[src/rtl/viterbi_pkg.sv]
// rtl/viterbi_pkg.sv - shared types and defaults for the Viterbi decoder controller
package viterbi_pkg;

  localparam int SYM_W          = 2;
  localparam int FRAME_LEN_DEF  = 8;
  localparam int TB_TIMEOUT_DEF = 64;

  typedef enum logic [2:0] {
    ST_IDLE,
    ST_INIT,
    ST_RECV,
    ST_TB_WAIT,
    ST_DONE
  } state_t;

endpackage

[src/rtl/viterbi_if.sv]
// rtl/viterbi_if.sv - symbol-pair stream from the PISO into the controller
interface viterbi_if;
  import viterbi_pkg::*;

  logic             sym_valid_i;
  logic [SYM_W-1:0] sym_data_i;
  logic             sym_ready_o;

  // Symbol producer side
  modport master (output sym_valid_i, output sym_data_i, input sym_ready_o);
  // Controller side
  modport slave  (input sym_valid_i, input sym_data_i, output sym_ready_o);

endinterface

[src/rtl/viterbi_frame_cnt.sv]
// rtl/viterbi_frame_cnt.sv - symbol counter and traceback timeout counter
module viterbi_frame_cnt
  import viterbi_pkg::*;
#(
  parameter int FRAME_LEN  = FRAME_LEN_DEF,
  parameter int TB_TIMEOUT = TB_TIMEOUT_DEF,
  localparam int CW = $clog2(FRAME_LEN + 1),
  localparam int AW = $clog2(FRAME_LEN),
  localparam int TW = $clog2(TB_TIMEOUT + 1)
) (
  input  logic          clk_i,
  input  logic          rst_i,
  input  logic          sym_clr,
  input  logic          sym_inc,
  input  logic          tmo_clr,
  input  logic          tmo_inc,
  output logic [AW-1:0] sym_idx,
  output logic          sym_full,
  output logic          tmo_last
);

  localparam logic [CW-1:0] SYM_MAX = CW'(FRAME_LEN);
  localparam logic [TW-1:0] TMO_MAX = TW'(TB_TIMEOUT - 1);

  logic [CW-1:0] sym_cnt;
  logic [TW-1:0] tmo_cnt;

  // Symbols accepted in the current frame; clear wins over increment
  always_ff @(posedge clk_i or posedge rst_i) begin
    if (rst_i) begin
      sym_cnt <= '0;
    end else if (sym_clr) begin
      sym_cnt <= '0;
    end else if (sym_inc) begin
      sym_cnt <= sym_cnt + 1'b1;
    end
  end

  // Cycles spent in TB_WAIT; saturates on the final cycle of the budget
  always_ff @(posedge clk_i or posedge rst_i) begin
    if (rst_i) begin
      tmo_cnt <= '0;
    end else if (tmo_clr) begin
      tmo_cnt <= '0;
    end else if (tmo_inc && !tmo_last) begin
      tmo_cnt <= tmo_cnt + 1'b1;
    end
  end

  assign sym_idx  = sym_cnt[AW-1:0];
  assign sym_full = (sym_cnt == SYM_MAX);
  assign tmo_last = (tmo_cnt == TMO_MAX);

endmodule

[src/rtl/viterbi_ctrl.sv]
// rtl/viterbi_ctrl.sv - frame sequencer for the Viterbi BMU/ACS/traceback datapath
module viterbi_ctrl
  import viterbi_pkg::*;
#(
  parameter int FRAME_LEN  = FRAME_LEN_DEF,
  parameter int TB_TIMEOUT = TB_TIMEOUT_DEF,
  localparam int AW = $clog2(FRAME_LEN)
) (
  input  logic             clk_i,
  input  logic             rst_i,
  input  logic             start_i,
  input  logic             abort_i,
  viterbi_if.slave         sym,
  output logic [SYM_W-1:0] bm_data_o,
  output logic             pm_clr_o,
  output logic             acs_en_o,
  output logic             sv_we_o,
  output logic [AW-1:0]    sv_addr_o,
  output logic             tb_start_o,
  input  logic             tb_done_i,
  output logic             busy_o,
  output logic             done_o,
  output logic             err_o
);

  state_t        state;
  logic          sym_ready;
  logic          accept;
  logic          sym_clr;
  logic          tmo_clr;
  logic          tmo_inc;
  logic [AW-1:0] sym_idx;
  logic          sym_full;
  logic          tmo_last;

  assign sym_ready       = (state == ST_RECV) && !sym_full;
  assign sym.sym_ready_o = sym_ready;
  assign accept          = sym.sym_valid_i && sym_ready;

  // Counter restarts for every frame and is dropped on abort
  assign sym_clr = abort_i || (state == ST_IDLE) || (state == ST_INIT);
  assign tmo_clr = abort_i || (state != ST_TB_WAIT);
  assign tmo_inc = (state == ST_TB_WAIT);

  viterbi_frame_cnt #(
    .FRAME_LEN  (FRAME_LEN),
    .TB_TIMEOUT (TB_TIMEOUT)
  ) u_frame_cnt (
    .clk_i    (clk_i),
    .rst_i    (rst_i),
    .sym_clr  (sym_clr),
    .sym_inc  (accept),
    .tmo_clr  (tmo_clr),
    .tmo_inc  (tmo_inc),
    .sym_idx  (sym_idx),
    .sym_full (sym_full),
    .tmo_last (tmo_last)
  );

  // Frame sequencer with registered datapath strobes; abort overrides everything
  always_ff @(posedge clk_i or posedge rst_i) begin
    if (rst_i) begin
      state      <= ST_IDLE;
      bm_data_o  <= '0;
      sv_addr_o  <= '0;
      acs_en_o   <= 1'b0;
      tb_start_o <= 1'b0;
      err_o      <= 1'b0;
    end else begin
      acs_en_o   <= 1'b0;
      tb_start_o <= 1'b0;
      if (abort_i) begin
        state <= ST_IDLE;
      end else begin
        case (state)
          ST_IDLE: begin
            if (start_i) begin
              state <= ST_INIT;
              err_o <= 1'b0;
            end
          end
          ST_INIT: begin
            state <= ST_RECV;
          end
          ST_RECV: begin
            if (accept) begin
              bm_data_o <= sym.sym_data_i;
              sv_addr_o <= sym_idx;
              acs_en_o  <= 1'b1;
            end
            // Leave once the last symbol's ACS update is on the wire
            if (acs_en_o && sym_full) begin
              state      <= ST_TB_WAIT;
              tb_start_o <= 1'b1;
            end
          end
          ST_TB_WAIT: begin
            // A done seen alongside the start strobe belongs to a stale traceback
            if (tb_done_i && !tb_start_o) begin
              state <= ST_DONE;
            end else if (tmo_last) begin
              state <= ST_IDLE;
              err_o <= 1'b1;
            end
          end
          ST_DONE: begin
            state <= ST_IDLE;
          end
          default: begin
            state <= ST_IDLE;
          end
        endcase
      end
    end
  end

  assign pm_clr_o = (state == ST_INIT);
  assign busy_o   = (state != ST_IDLE);
  assign done_o   = (state == ST_DONE);
  assign sv_we_o  = acs_en_o;

endmodule

[src/flat_wrapper.sv]
// flat-port wrapper written by rule: the top's interface ports become plain ports
module viterbi_ctrl_flat import viterbi_pkg::*;
#(
  parameter int FRAME_LEN  = FRAME_LEN_DEF,
  parameter int TB_TIMEOUT = TB_TIMEOUT_DEF,
  localparam int AW = $clog2(FRAME_LEN)
)
  (clk_i, rst_i, start_i, abort_i, bm_data_o, pm_clr_o, acs_en_o, sv_we_o, sv_addr_o, tb_start_o, tb_done_i, busy_o, done_o, err_o, sym_sym_valid_i, sym_sym_data_i, sym_sym_ready_o);
  viterbi_if sym_i ();
  input  logic clk_i;
  input  logic rst_i;
  input  logic start_i;
  input  logic abort_i;
  output logic [SYM_W-1:0] bm_data_o;
  output logic pm_clr_o;
  output logic acs_en_o;
  output logic sv_we_o;
  output logic [AW-1:0] sv_addr_o;
  output logic tb_start_o;
  input  logic tb_done_i;
  output logic busy_o;
  output logic done_o;
  output logic err_o;
  input wire logic [$bits(sym_i.sym_valid_i)-1:0] sym_sym_valid_i;
  input wire logic [$bits(sym_i.sym_data_i)-1:0] sym_sym_data_i;
  output wire logic [$bits(sym_i.sym_ready_o)-1:0] sym_sym_ready_o;
  assign sym_i.sym_valid_i = sym_sym_valid_i;
  assign sym_i.sym_data_i = sym_sym_data_i;
  assign sym_sym_ready_o = sym_i.sym_ready_o;
  viterbi_ctrl #(.FRAME_LEN(FRAME_LEN), .TB_TIMEOUT(TB_TIMEOUT)) u_core (.clk_i(clk_i), .rst_i(rst_i), .start_i(start_i), .abort_i(abort_i), .sym(sym_i), .bm_data_o(bm_data_o), .pm_clr_o(pm_clr_o), .acs_en_o(acs_en_o), .sv_we_o(sv_we_o), .sv_addr_o(sv_addr_o), .tb_start_o(tb_start_o), .tb_done_i(tb_done_i), .busy_o(busy_o), .done_o(done_o), .err_o(err_o));
endmodule
[config.mk]
export PLATFORM = sky130hd
export DESIGN_NAME = viterbi_ctrl_flat
export DESIGN_NICKNAME = d
export VERILOG_FILES = /design/src/rtl/viterbi_pkg.sv /design/src/rtl/viterbi_if.sv /design/src/rtl/viterbi_frame_cnt.sv /design/src/rtl/viterbi_ctrl.sv /design/src/flat_wrapper.sv
export SDC_FILE = /design/constraint.sdc
export NUM_CORES = 1
export LEC_CHECK = 0
export ABC_AREA = 0
export CAP_MARGIN = 20
export CORE_MARGIN = 2
export CORE_UTILIZATION = 30
export CTS_CLUSTER_DIAMETER = 50
export CTS_CLUSTER_SIZE = 10
export DETAILED_ROUTE_END_ITERATION = 10
export HOLD_SLACK_MARGIN = 0.12
export PLACE_DENSITY = 0.58
export SYNTH_ARGS = -nofsm -noshare
export SYNTH_HDL_FRONTEND = slang
export SYNTH_SLANG_ARGS = --single-unit
[constraint.sdc]
create_clock -name clk_i -period 1.9 [get_ports clk_i]
set_clock_uncertainty 0.05 [all_clocks]
set_input_delay 0.19 -clock clk_i [delete_from_list [all_inputs] [get_ports clk_i]]
set_output_delay 0.19 -clock clk_i [all_outputs]
set_load 0.05 [all_outputs]
== Yosys cells after proc, flatten, opt, wreduce, memory -nomap -nowiden ==
Index checks and enable logic that the tools add are counted.
Widths: inputs -> output; s select.
Word-level totals
  ROM bits: 0
  memory bits (writable): 0
  memories: 0
  input port bits: 8
  register bits: 22
  output and inout port bits: 13
  latch bits: 0
Cells by class
  add/sub/neg operators: 2
  $lt $le $gt $ge: 0
  muxes and demuxes: 20
  reductions and logical operators: 19
  bitwise operators: 1
  div/mod/pow operators: 0
  eq/ne operators: 13
  multipliers: 0
  shifts and indexed selects: 0
Operators by type and width (number)
  $mux 3: 5
  $mux 7: 2
  $pmux 3 s4: 1
  $mux 1: 9
  $mux 4: 2
  $add 7x1->7 const B: 1
  $eq 7x6->1 const B: 1
  $eq 3x2->1 const B: 2
  $ne 3x3->1 const B: 2
  $reduce_and 3->1: 2
  $reduce_bool 2->1: 3
  $logic_and 1x1->1: 5
  $reduce_and 5->1: 1
  $add 4x1->4 const B: 1
  $eq 4x4->1 const B: 1
  $ne 2x2->1 const B: 2
  $ne 4x2->1 const B: 1
  $eq 3x1->1 const B: 1
  $eq 3x3->1 const B: 1
  $logic_not 1->1: 3
  $logic_not 3->1: 1
  $logic_or 1x1->1: 3
  $ne 3x2->1 const B: 1
  $reduce_bool 3->1: 1
  other kinds (3): 3

== Logic depth before layout (Yosys ltp) ==
  word-level depth: 7
  gate-level depth with buffers: 6

== Cells and area by module ==
A second synthesis with hierarchy kept.
Unflattened totals
  cell total of the unflattened synthesis: 104
  area, all modules: 1152.4 um2
By module, submodules not included
  viterbi_frame_cnt: area an instance 613.1 um2, instances 1, cells an instance 61
  viterbi_ctrl: area an instance 539.3 um2, instances 1, cells an instance 43

== Worst setup path after synthesis ==
OpenSTA, ideal clock, no wires.
  kind: register to output
  start point: register u_core.u_frame_cnt.sym_cnt[0]
  end point: output port sym_sym_ready_o
  arrival time: 2.535 ns
  path buffers: 1
  slack: -0.875 ns
  cell stages (with the launch flop): 6
  data required time: 1.660 ns
  path through: dfrtp_1 > inv_1 > ha_1 > and3b_4 > buf_6 > nor4b_1
Between the ends
  cells in the longest elaborated chain, start to end: 3
Ends and longest elaborated chain
  start, declared: RTL line viterbi_frame_cnt.sv:25  | logic [CW-1:0] sym_cnt;
  start signal, assigned: RTL line viterbi_frame_cnt.sv:35  | sym_cnt <= sym_cnt + 1'b1;
  $eq 4x4->1: RTL line viterbi_frame_cnt.sv:51  | assign sym_full = (sym_cnt == SYM_MAX);
  $logic_not 1->1: RTL line viterbi_ctrl.sv:36  | assign sym_ready = (state == ST_RECV) && !sym_full;
  $logic_and 1x1->1: RTL line viterbi_ctrl.sv:36
  end, declared: RTL line flat_wrapper.sv:26  | output wire logic [$bits(sym_i.sym_ready_o)-1:0] sym_sym_ready_o;
Every way passes these cells.

== Worst setup path in the final report ==
  start point: register u_core.u_frame_cnt.sym_cnt[1]
  end point: output port sym_sym_ready_o
Same word-level chain as after synthesis.

==> results.yml <==
synth:
  syn_nets: 118
  synth_cell_types: 37
  yosysWarnings: 0
  async_reset_ff_share_pct: 100.0
  synth_area_sq_mm: 0.001124
  syn_inst: 107
  synth_flop_cell: "dfrtp_1"
  seq_area_frac_synth_pct: 49.00
  synth_seq_cells: 22
  synth_edf_count: 0
  syn_area_per_cell_sq_um: 10.50
global_routing:
  grt_start_max_net_pins: 16
  met2_usage_pct: 20.28
  use_met1_pct: 14.61
  antenna_found_initial: 0
  grtUsageMet3_pct: 3.253
  global_route.usage.total_pct: 11.93
  top_usage_layer: "met2"
  grt_overflow_total: 0
  grt_pass1_wl_um: 3898
  grt_pass1_vias: 871
sta:
  slew_headroom_pct: 65.99
  rsz0062_at_grt: "no"
  setup_slack_ns: 0.09495
  final_hold_viol_count: 0
  setup_viol: 0
  finalCritPeriodShare_pct: 95.00
  slew_violations: 0
  clock.fmax_ghz: 0.5540
  worst_pin_slew_ns: 0.5086
  min_period_ns: 1.805
  fin_tns_setup_ns: 0
floorplanning:
  die_w_um: 65.20
  die_area_sq_mm: 0.004251
  io_pins: 21
  rows: 22
  die_h_um: 65.20
  initial_core_util_pct: 30.92
  core_sq_mm: 0.003633
critical_path:
  crit_fanout: 11
  crit_path_max_incr_delay_ns: 0.40
  slowest_stage: "dfrtp_1"
  reg2reg_depth: 5
  start_kind: "register"
  cp-end-kind: "output pin"
  cp_cell_sequence: "inv_1, ha_1, and3b_4, nor4b_4, buf_12"
  worstPathArrival_ns: 1.57
  worstReg2RegEnd: "u_core.sv_addr_o[1]"
  reg2reg_from: "u_core.u_frame_cnt.sym_cnt[1]"
  worstPathRequired_ns: 1.66
  crit_type: "reg2out"
  r2r_setup_slack_ns: 0.20
place:
  dpl_cell_area_sq_mm: 0.001433
  hpwlAfterDp_um: 1754
  pre_cts_ws_ns: 0.1493
  port_buffers: 20
  dp.cells: 176
  place.gp.congestion: 0.7960
cts:
  cts_buffer_depth: 2
  ctsHoldBuffers: 0
  clk_pin_slew_ns: 0.08
  cts_root_buffer: "clkbuf_8"
  cts_tree: "done"
  cts_resized: 0
  clock-sinks: 22
  cts_made_buffers: 3
  cts_setup_buffers: 0
  clk_latency_ns: 0.26
  h-tree-depth: 1
power:
  combPwrFrac_pct: 22.2
  seqPwrFrac_pct: 49.5
  clockPowerShare_pct: 28.4
  irDropWorstVdd_uv: 272.9
  intPower_mw: 0.7188
  power.density_cell_area_mw_per_mm2: 685.3
  p_leak_nw: 0.6067
  power.share.switching_pct: 28.84
  p_sw_mw: 0.2913
outcome:
  status: "finished clean"
routing:
  drt-initial-drc-count: 35
  dr.pass1.iters: 4
  routed_via_density: 4.916
  ant_nets: 0
  drc: 0
  wire_per_inst_um: 12.92
  wirelength_um: 2312
  vias: 880
final_layout:
  register_area_sq_um: 550.5
  fillers: 370
  syn2layout_area_growth_pct: 31.18
  layout.cells.non_filler: 179
  layout.nets: 144
  fin_util_pct: 40.56
  n_antenna_cell: 0
  fin_area_sq_mm: 0.001474
  multi_input_area_sq_um: 530.5
  drive_gt1_share_pct: 18.32
worst_hold_path:
  hold_path_class: "in2async"
flow_run:
  maxCapViolCount: 0
state kept, by name, indices dropped and copies added (netlist names):
name,cells
u_core.bm_data_o,2
u_core.acs_en_o,1
u_core.state,3
u_core.sv_addr_o,3
u_core.tb_start_o,1
u_core.u_frame_cnt.tmo_cnt,7
u_core.u_frame_cnt.sym_cnt,4
u_core.err_o,1
worst max path at each step:
stage,start,endpoint,slack (ns),depth (start not counted)
5_1_grt,u_core.u_frame_cnt.sym_cnt[1],sym_sym_ready_o,0.02,5
2_1_floorplan,u_core.state[1],done_o,-0.09,2
4_1_cts,u_core.u_frame_cnt.sym_cnt[1],sym_sym_ready_o,0.08,5
6_report,u_core.u_frame_cnt.sym_cnt[1],sym_sym_ready_o,0.09,5
3_5_place_dp,sym_sym_valid_i,u_core.sv_addr_o[2],0.15,5
3_3_place_gp,sym_sym_valid_i,u_core.bm_data_o[0],0.20,5
stage by stage:
step	hold slack [ns]	power (mW)
final	0.1171	1.010
after global routing	0.1587	1.050
after CTS	0.1410	1.019
after detailed placement	0.4143	0.7350
after global placement	0.4094	0.7315
after floorplan	0.1292	0.6473
final cells by class:
class / count / share of cell area (%)
repair buffers: 26 / 18.51
multi-input cells: 75 / 35.99
inverters: 5 / 1.273
flip-flops and latches: 22 / 37.35
well taps: 48 / 4.075
clock buffers: 3 / 2.801
cells in the mapped netlist (all sizes together) (3+ instances only):
cell	count	area share [%]
ha	3	3.3
nand2	5	1.7
dfrtp	22	49
nand2b	3	1.7
a31oi	4	2.2
mux2	5	5.0
buf	4	3.1
nor2	4	1.3
o21ai	9	4.0
or3	4	2.3
inv	5	1.7
a21oi	6	2.7
nor3	4	2.8
nand3	6	2.7
routing by layer:
layer / vias up / wire length [um]
li1: 444 / -
met1: 421 / 1081
met5: - / 0
met3: 4 / 77
met2: 11 / 1127
met4: 0 / 26
power by group through the flow:
stage	clock, mW	combinational [mW]	sequential, mW
after floorplan	0	0.0827	0.565
after global placement	0	0.224	0.508
after detailed placement	0	0.226	0.509
after CTS	0.292	0.227	0.500
after global routing	0.311	0.238	0.501
final	0.287	0.224	0.500
placed cells by master, fill, tap and decap left out, types with 3 or more instances in the layout:
cell type and instances:
a21oi_1 6, a31oi_1 4, buf_12 3, buf_4 7, clkbuf_8 3, clkdlybuf4s50_1 16, dfrtp_1 22, ha_1 3
inv_1 5, mux2_2 5, nand2_1 5, nand2b_1 3, nand3_1 6, nor2_1 4, nor3_1 3, o21ai_0 9
or3_1 3
kinds of logic (layout without fill, tap and decap cells):
group / Yosys count / in the layout / share of synthesized area (%)
AOI/OAI and AO/OA: 26 / 26 / 13.59
muxes: 6 / 6 / 5.902
DFF: 22 / 22 / 49.00
and+or+nand+nor: 40 / 40 / 23.05
adders and majority gates: 3 / 3 / 3.341
buffers and inverters: 10 / 34 / 5.122
critical path, delay by kind of cell, from the launching register on:
family        cells  cell delay, ns
simple gates      2            0.51
flops             1            0.40
buf+inv           2            0.24
fa+ha+maj         1            0.17
No activity file was read; power rests on OpenSTA's default activity.
==> edit 1 (same settings) <==
The package constant `SYM_W` goes from 2 to 4.
--- a/src/rtl/viterbi_pkg.sv
+++ b/src/rtl/viterbi_pkg.sv
@@ -2,5 +2,5 @@
 package viterbi_pkg;
 
-  localparam int SYM_W          = 2;
+  localparam int SYM_W          = 4;
   localparam int FRAME_LEN_DEF  = 8;
   localparam int TB_TIMEOUT_DEF = 64;
Interface: changed (resized bm_data_o and sym_sym_data_i); port bits go from 21 to 25. The function was not compared with the original's and may differ.
==> edit 1 against the original RTL <==
  * Area after synthesis increased by 2.9%
  * Die area increased by 2.7%
  * Global-route usage decreased by 0.12 points
  * Routed wire length about the same
  * Sequential cell count increased by 2
  * Final area increased by 7.6%
  * Worst setup slack got worse by 17 ps
  * Highest routed layer unchanged
  * Power increased by 33%
==> edit 1: results (changes against the original RTL) <==
Synthesis
  • Synthesized Nets: 113 (was 118)
  • Synth Area in XOR/XNOR: 0.0379 (was 0)
  • Seq/Total Area, Yosys: 0.519 (was 0.490)
  • Yosys cell types: 35 (was 37)
  • Post-synthesis adder-cell area fraction: 0.0325 (was 0.0334)
  • Synth Area in Compound Gates: 0.0747 (was 0.136)
  • Post-Syn Instances: 100 (was 107)
  • Most frequent cells after synthesis: dfrtp_1, nor2_1, a31oi_1, mux2_2 (was dfrtp_1, o21ai_0, a21oi_1, nand3_1)
  • Post-synthesis mux area share: 0.0768 (was 0.0590)

Global route
  • All-Layer GR Usage: 0.118 (was 0.119)
  • Met3 Usage GRT: 0.0358 (was 0.0325)
  • Met2 usage: 0.168 (was 0.203)
  • Vias in the first global route: 810 (was 871)
  • Met1 usage: 0.166 (was 0.146)
  • First-pass GRT wire length: 3870 µm (was 3900 µm)
  • Largest net degree at the start of global routing: 25 (was 16)

Route
  • Routed WL per cell: 13.0 µm (was 12.9 µm)
  • Met1 wire length: 1110 µm (was 1080 µm)
  • Met3 routed WL: 142 µm (was 77 µm)
  • Total wire length: 2310 µm (about the same)
  • Via-to-Cell Ratio: 4.80 (was 4.92)
  • DRT Pass-1 Iters: 4 (unchanged)
  • Met2 wire len: 1030 µm (was 1130 µm)
  • 1st-iter DRT viols: 41 (was 35)

Cells and area
  • Largest registers: u_core.u_frame_cnt.tmo_cnt (7), u_core.bm_data_o (4), u_core.u_frame_cnt.sym_cnt (4) (was u_core.u_frame_cnt.tmo_cnt (7), u_core.u_frame_cnt.sym_cnt (4))
  • # fillers: 367 (was 370)
  • Layout cell share with drive strength beyond 1: 0.231 (was 0.183)

Setup path
  • Slack of the worst reg-to-reg path: 270 ps (was 200 ps)
  • Worst-path fanout max: 4 (was 11)

Power
  • VDD IR max: 0.463 mV (was 0.273 mV)
  • Int Power: 956 µW (was 719 µW)

STA
  • Least-Margin Pin Slew: 499 ps (was 509 ps)
  • WHS: 202 ps (was 117 ps)

Placed design
  • GPL Wtd Cong: 0.795 (was 0.796)
  • # placed instances: 171 (was 176)
  • Buffers on Ports: 24 (was 20)

Outcome
  • Outcome: complete, no violations (unchanged)
-- edit 1: cell types whose count changed after synthesis, sizes merged, moves of 3 or more --
cell	before	now
a21oi	6	1
nor2	4	11
nor3	4	0
o21ai	9	4
or3	4	1
xor2	0	3
-- edit 1: area by class of cell --
class | instances | share of cell area
Multi-Input combinational cell | 69 | 0.341
Sequential cell | 24 | 0.379
Clock inverter | 1 | 0.0189
Timing Repair Buffer | 29 | 0.188
Tap cell | 48 | 0.0379
Clock buffer | 3 | 0.0260
Inverter | 4 | 0.00946
-- edit 1: worst paths after layout --
path	startpoint	end	cells after the start
worst max-delay path	u_core.u_frame_cnt.sym_cnt[0]	sym_sym_ready_o	5
worst min-delay path	rst_i	u_core.state[2]	3
worst max register to register	u_core.u_frame_cnt.sym_cnt[0]	u_core.sv_addr_o[2]	6
worst min register to register	u_core.err_o	u_core.err_o	1
max in group asynchronous	rst_i	u_core.u_frame_cnt.tmo_cnt[6]	3
min in group clk_i	u_core.err_o	u_core.err_o	1
-- edit 1: critical path, stage by stage, from the launching register on --
cell and delay, ps:
dfrtp_1 420, inv_2 60, ha_2 180, and3b_2 220
nor3b_4 230, clkbuf_16 200
-- edit 1: power groups by stage --
stage	clock (µW)	sequential (µW)	combinational, µW
after CTS	459	568	330
after detailed placement	0	576	329
after floorplan	0	684	99.9
after global placement	0	577	326
after global routing	483	572	344
final	450	567	330
-- edit 1: per-stage QoR --
step / utilization / total power [µW] / worst slack (ps) / instance area [µm²]
floorplan: - / 783 / 202 / 1170
global placement: 0.401 / 903 / 212 / 1480
detailed placement: 0.401 / 905 / 183 / 1480
CTS: 0.420 / 1360 / 57.1 / 1550
global route: 0.430 / 1400 / 16.8 / 1590
finish: 0.430 / 1350 / 77.5 / 1590
==> edit 2 (same flow settings) <==
Made on the original files. Make the reset (`rst_i`) synchronous in 3 clocked blocks.
--- a/src/rtl/viterbi_frame_cnt.sv
+++ b/src/rtl/viterbi_frame_cnt.sv
@@ -27,5 +27,5 @@
 
   // Symbols accepted in the current frame; clear wins over increment
-  always_ff @(posedge clk_i or posedge rst_i) begin
+  always_ff @(posedge clk_i) begin
     if (rst_i) begin
       sym_cnt <= '0;
@@ -38,5 +38,5 @@
 
   // Cycles spent in TB_WAIT; saturates on the final cycle of the budget
-  always_ff @(posedge clk_i or posedge rst_i) begin
+  always_ff @(posedge clk_i) begin
     if (rst_i) begin
       tmo_cnt <= '0;
--- a/src/rtl/viterbi_ctrl.sv
+++ b/src/rtl/viterbi_ctrl.sv
@@ -59,5 +59,5 @@
 
   // Frame sequencer with registered datapath strobes; abort overrides everything
-  always_ff @(posedge clk_i or posedge rst_i) begin
+  always_ff @(posedge clk_i) begin
     if (rst_i) begin
       state      <= ST_IDLE;
Formal check against the unedited RTL: differs if rst_i is asserted again (counterexample within 4 cycles, from zero or initial values and one cycle with rst_i high); with rst_i held inactive, the same outputs for 10 cycles.
==> edit 2 against the original RTL <==
  * Final area fell by 12%
  * Die area decreased by 11%
  * Worst setup slack about the same
  * Critical endpoint is now acs_en_o
  * Register-to-register slack improved by 30 ps
  * Core utilization is 1.4 points higher
  * Routed wire length down 6.9%
  * Sequential share of layout area decreased by 3.3 points
  * Area after synthesis fell by 12%
  * Via count up 1.4%
  * Sequential cell count is the same
Power is not compared: it rests on default switching activity, and its combinational part moved more than twofold at a synthesized area within 25%.
==> edit 2: results (changes against the original RTL) <==
Setup path
  • Slack of the worst reg-to-reg path: 230 ps (was 200 ps)
  • Crit Reg-Reg Startpoint: u_core.u_frame_cnt.tmo_cnt[0] (was u_core.u_frame_cnt.sym_cnt[1])
  • Crit path from: u_core.acs_en_o (was u_core.u_frame_cnt.sym_cnt[1])
  • CP Capture Point: acs_en_o (was sym_sym_ready_o)

Outcome
  • Outcome: complete, no violations (unchanged)

Route
  • Met2 wire len: 1050 µm (was 1130 µm)
  • 1st-iter DRT viols: 14 (was 35)
  • Total wire length: 2150 µm (was 2310 µm)
  • Met1 wire length: 962 µm (was 1080 µm)

Cells and area
  • Layout cell share with drive strength beyond 1: 0.139 (was 0.183)
  • # fillers: 334 (was 370)
  • FFs & Latches: 22 (unchanged)
  • Non-CTS buffers: 25 (was 26)
  • Final non-filler cell total: 181 (was 179)
  • Comb_multi_in: 84 (was 75)
  • Synth-to-Final Area Change: 31.3% (was 31.2%)

Synthesis
  • Synthesized Nets: 126 (was 118)
  • Top FF cell, synth: dfxtp_1 (was dfrtp_1)
  • Syn_area_per_cell: 8.63 µm² (was 10.5 µm²)
  • Most frequent cells after synthesis: dfxtp_1, nand2_1, nor2_1 (was dfrtp_1, o21ai_0, a21oi_1, nand3_1)
  • Synth async-reset ratio: 0 (was 1.00)

Global route
  • Met3 Usage GRT: 0.0462 (was 0.0325)
  • Largest net degree at the start of global routing: 13 (was 16)
  • All-Layer GR Usage: 0.129 (was 0.119)

Placed design
  • # placed instances: 177 (was 176)

STA
  • Least-Margin Pin Slew: 502 ps (was 509 ps)
  • Final period util: 0.950 (about the same)
-- edit 2: cell count changes after synthesis, moves of 5 or more --
cell     unedited run  this run
dfrtp_1            22         0
dfxtp_1             0        22
mux2_2              5         0
nand2_1             5        13
nor2_1              4        11
-- edit 2: timing repair --
item                       4_1_cts  5_1_grt
pin swaps                        1        0
gates resized for setup          1        2
hold buffers                     0        0
setup endpoints to repair        1        1
-- edit 2: cells by family (layout without fill, tap and decap cells) --
logic type	Yosys count	after routing	synth area share
compound gates	26	26	0.156
xor+xnor	5	5	0.0441
fa+ha+maj	3	3	0.0378
buf+inv	9	31	0.0479
flops	22	22	0.444
mux	1	1	0.0101
simple gates	49	49	0.260
-- edit 2: report_power, final --
group	switching (µW)	total [µW]	internal [µW]
logic	34.7	66.8	32.0
registers	2.96	466	463
clock network	140	257	117
total	178	790	612
-- edit 2: worst register-to-register path, cell delays in order, from the launching register on --
cell and delay (ps):
dfxtp_1 420, ha_1 240, and4_1 300, nand2_1 220, nor4_1 270, o21a_1 130
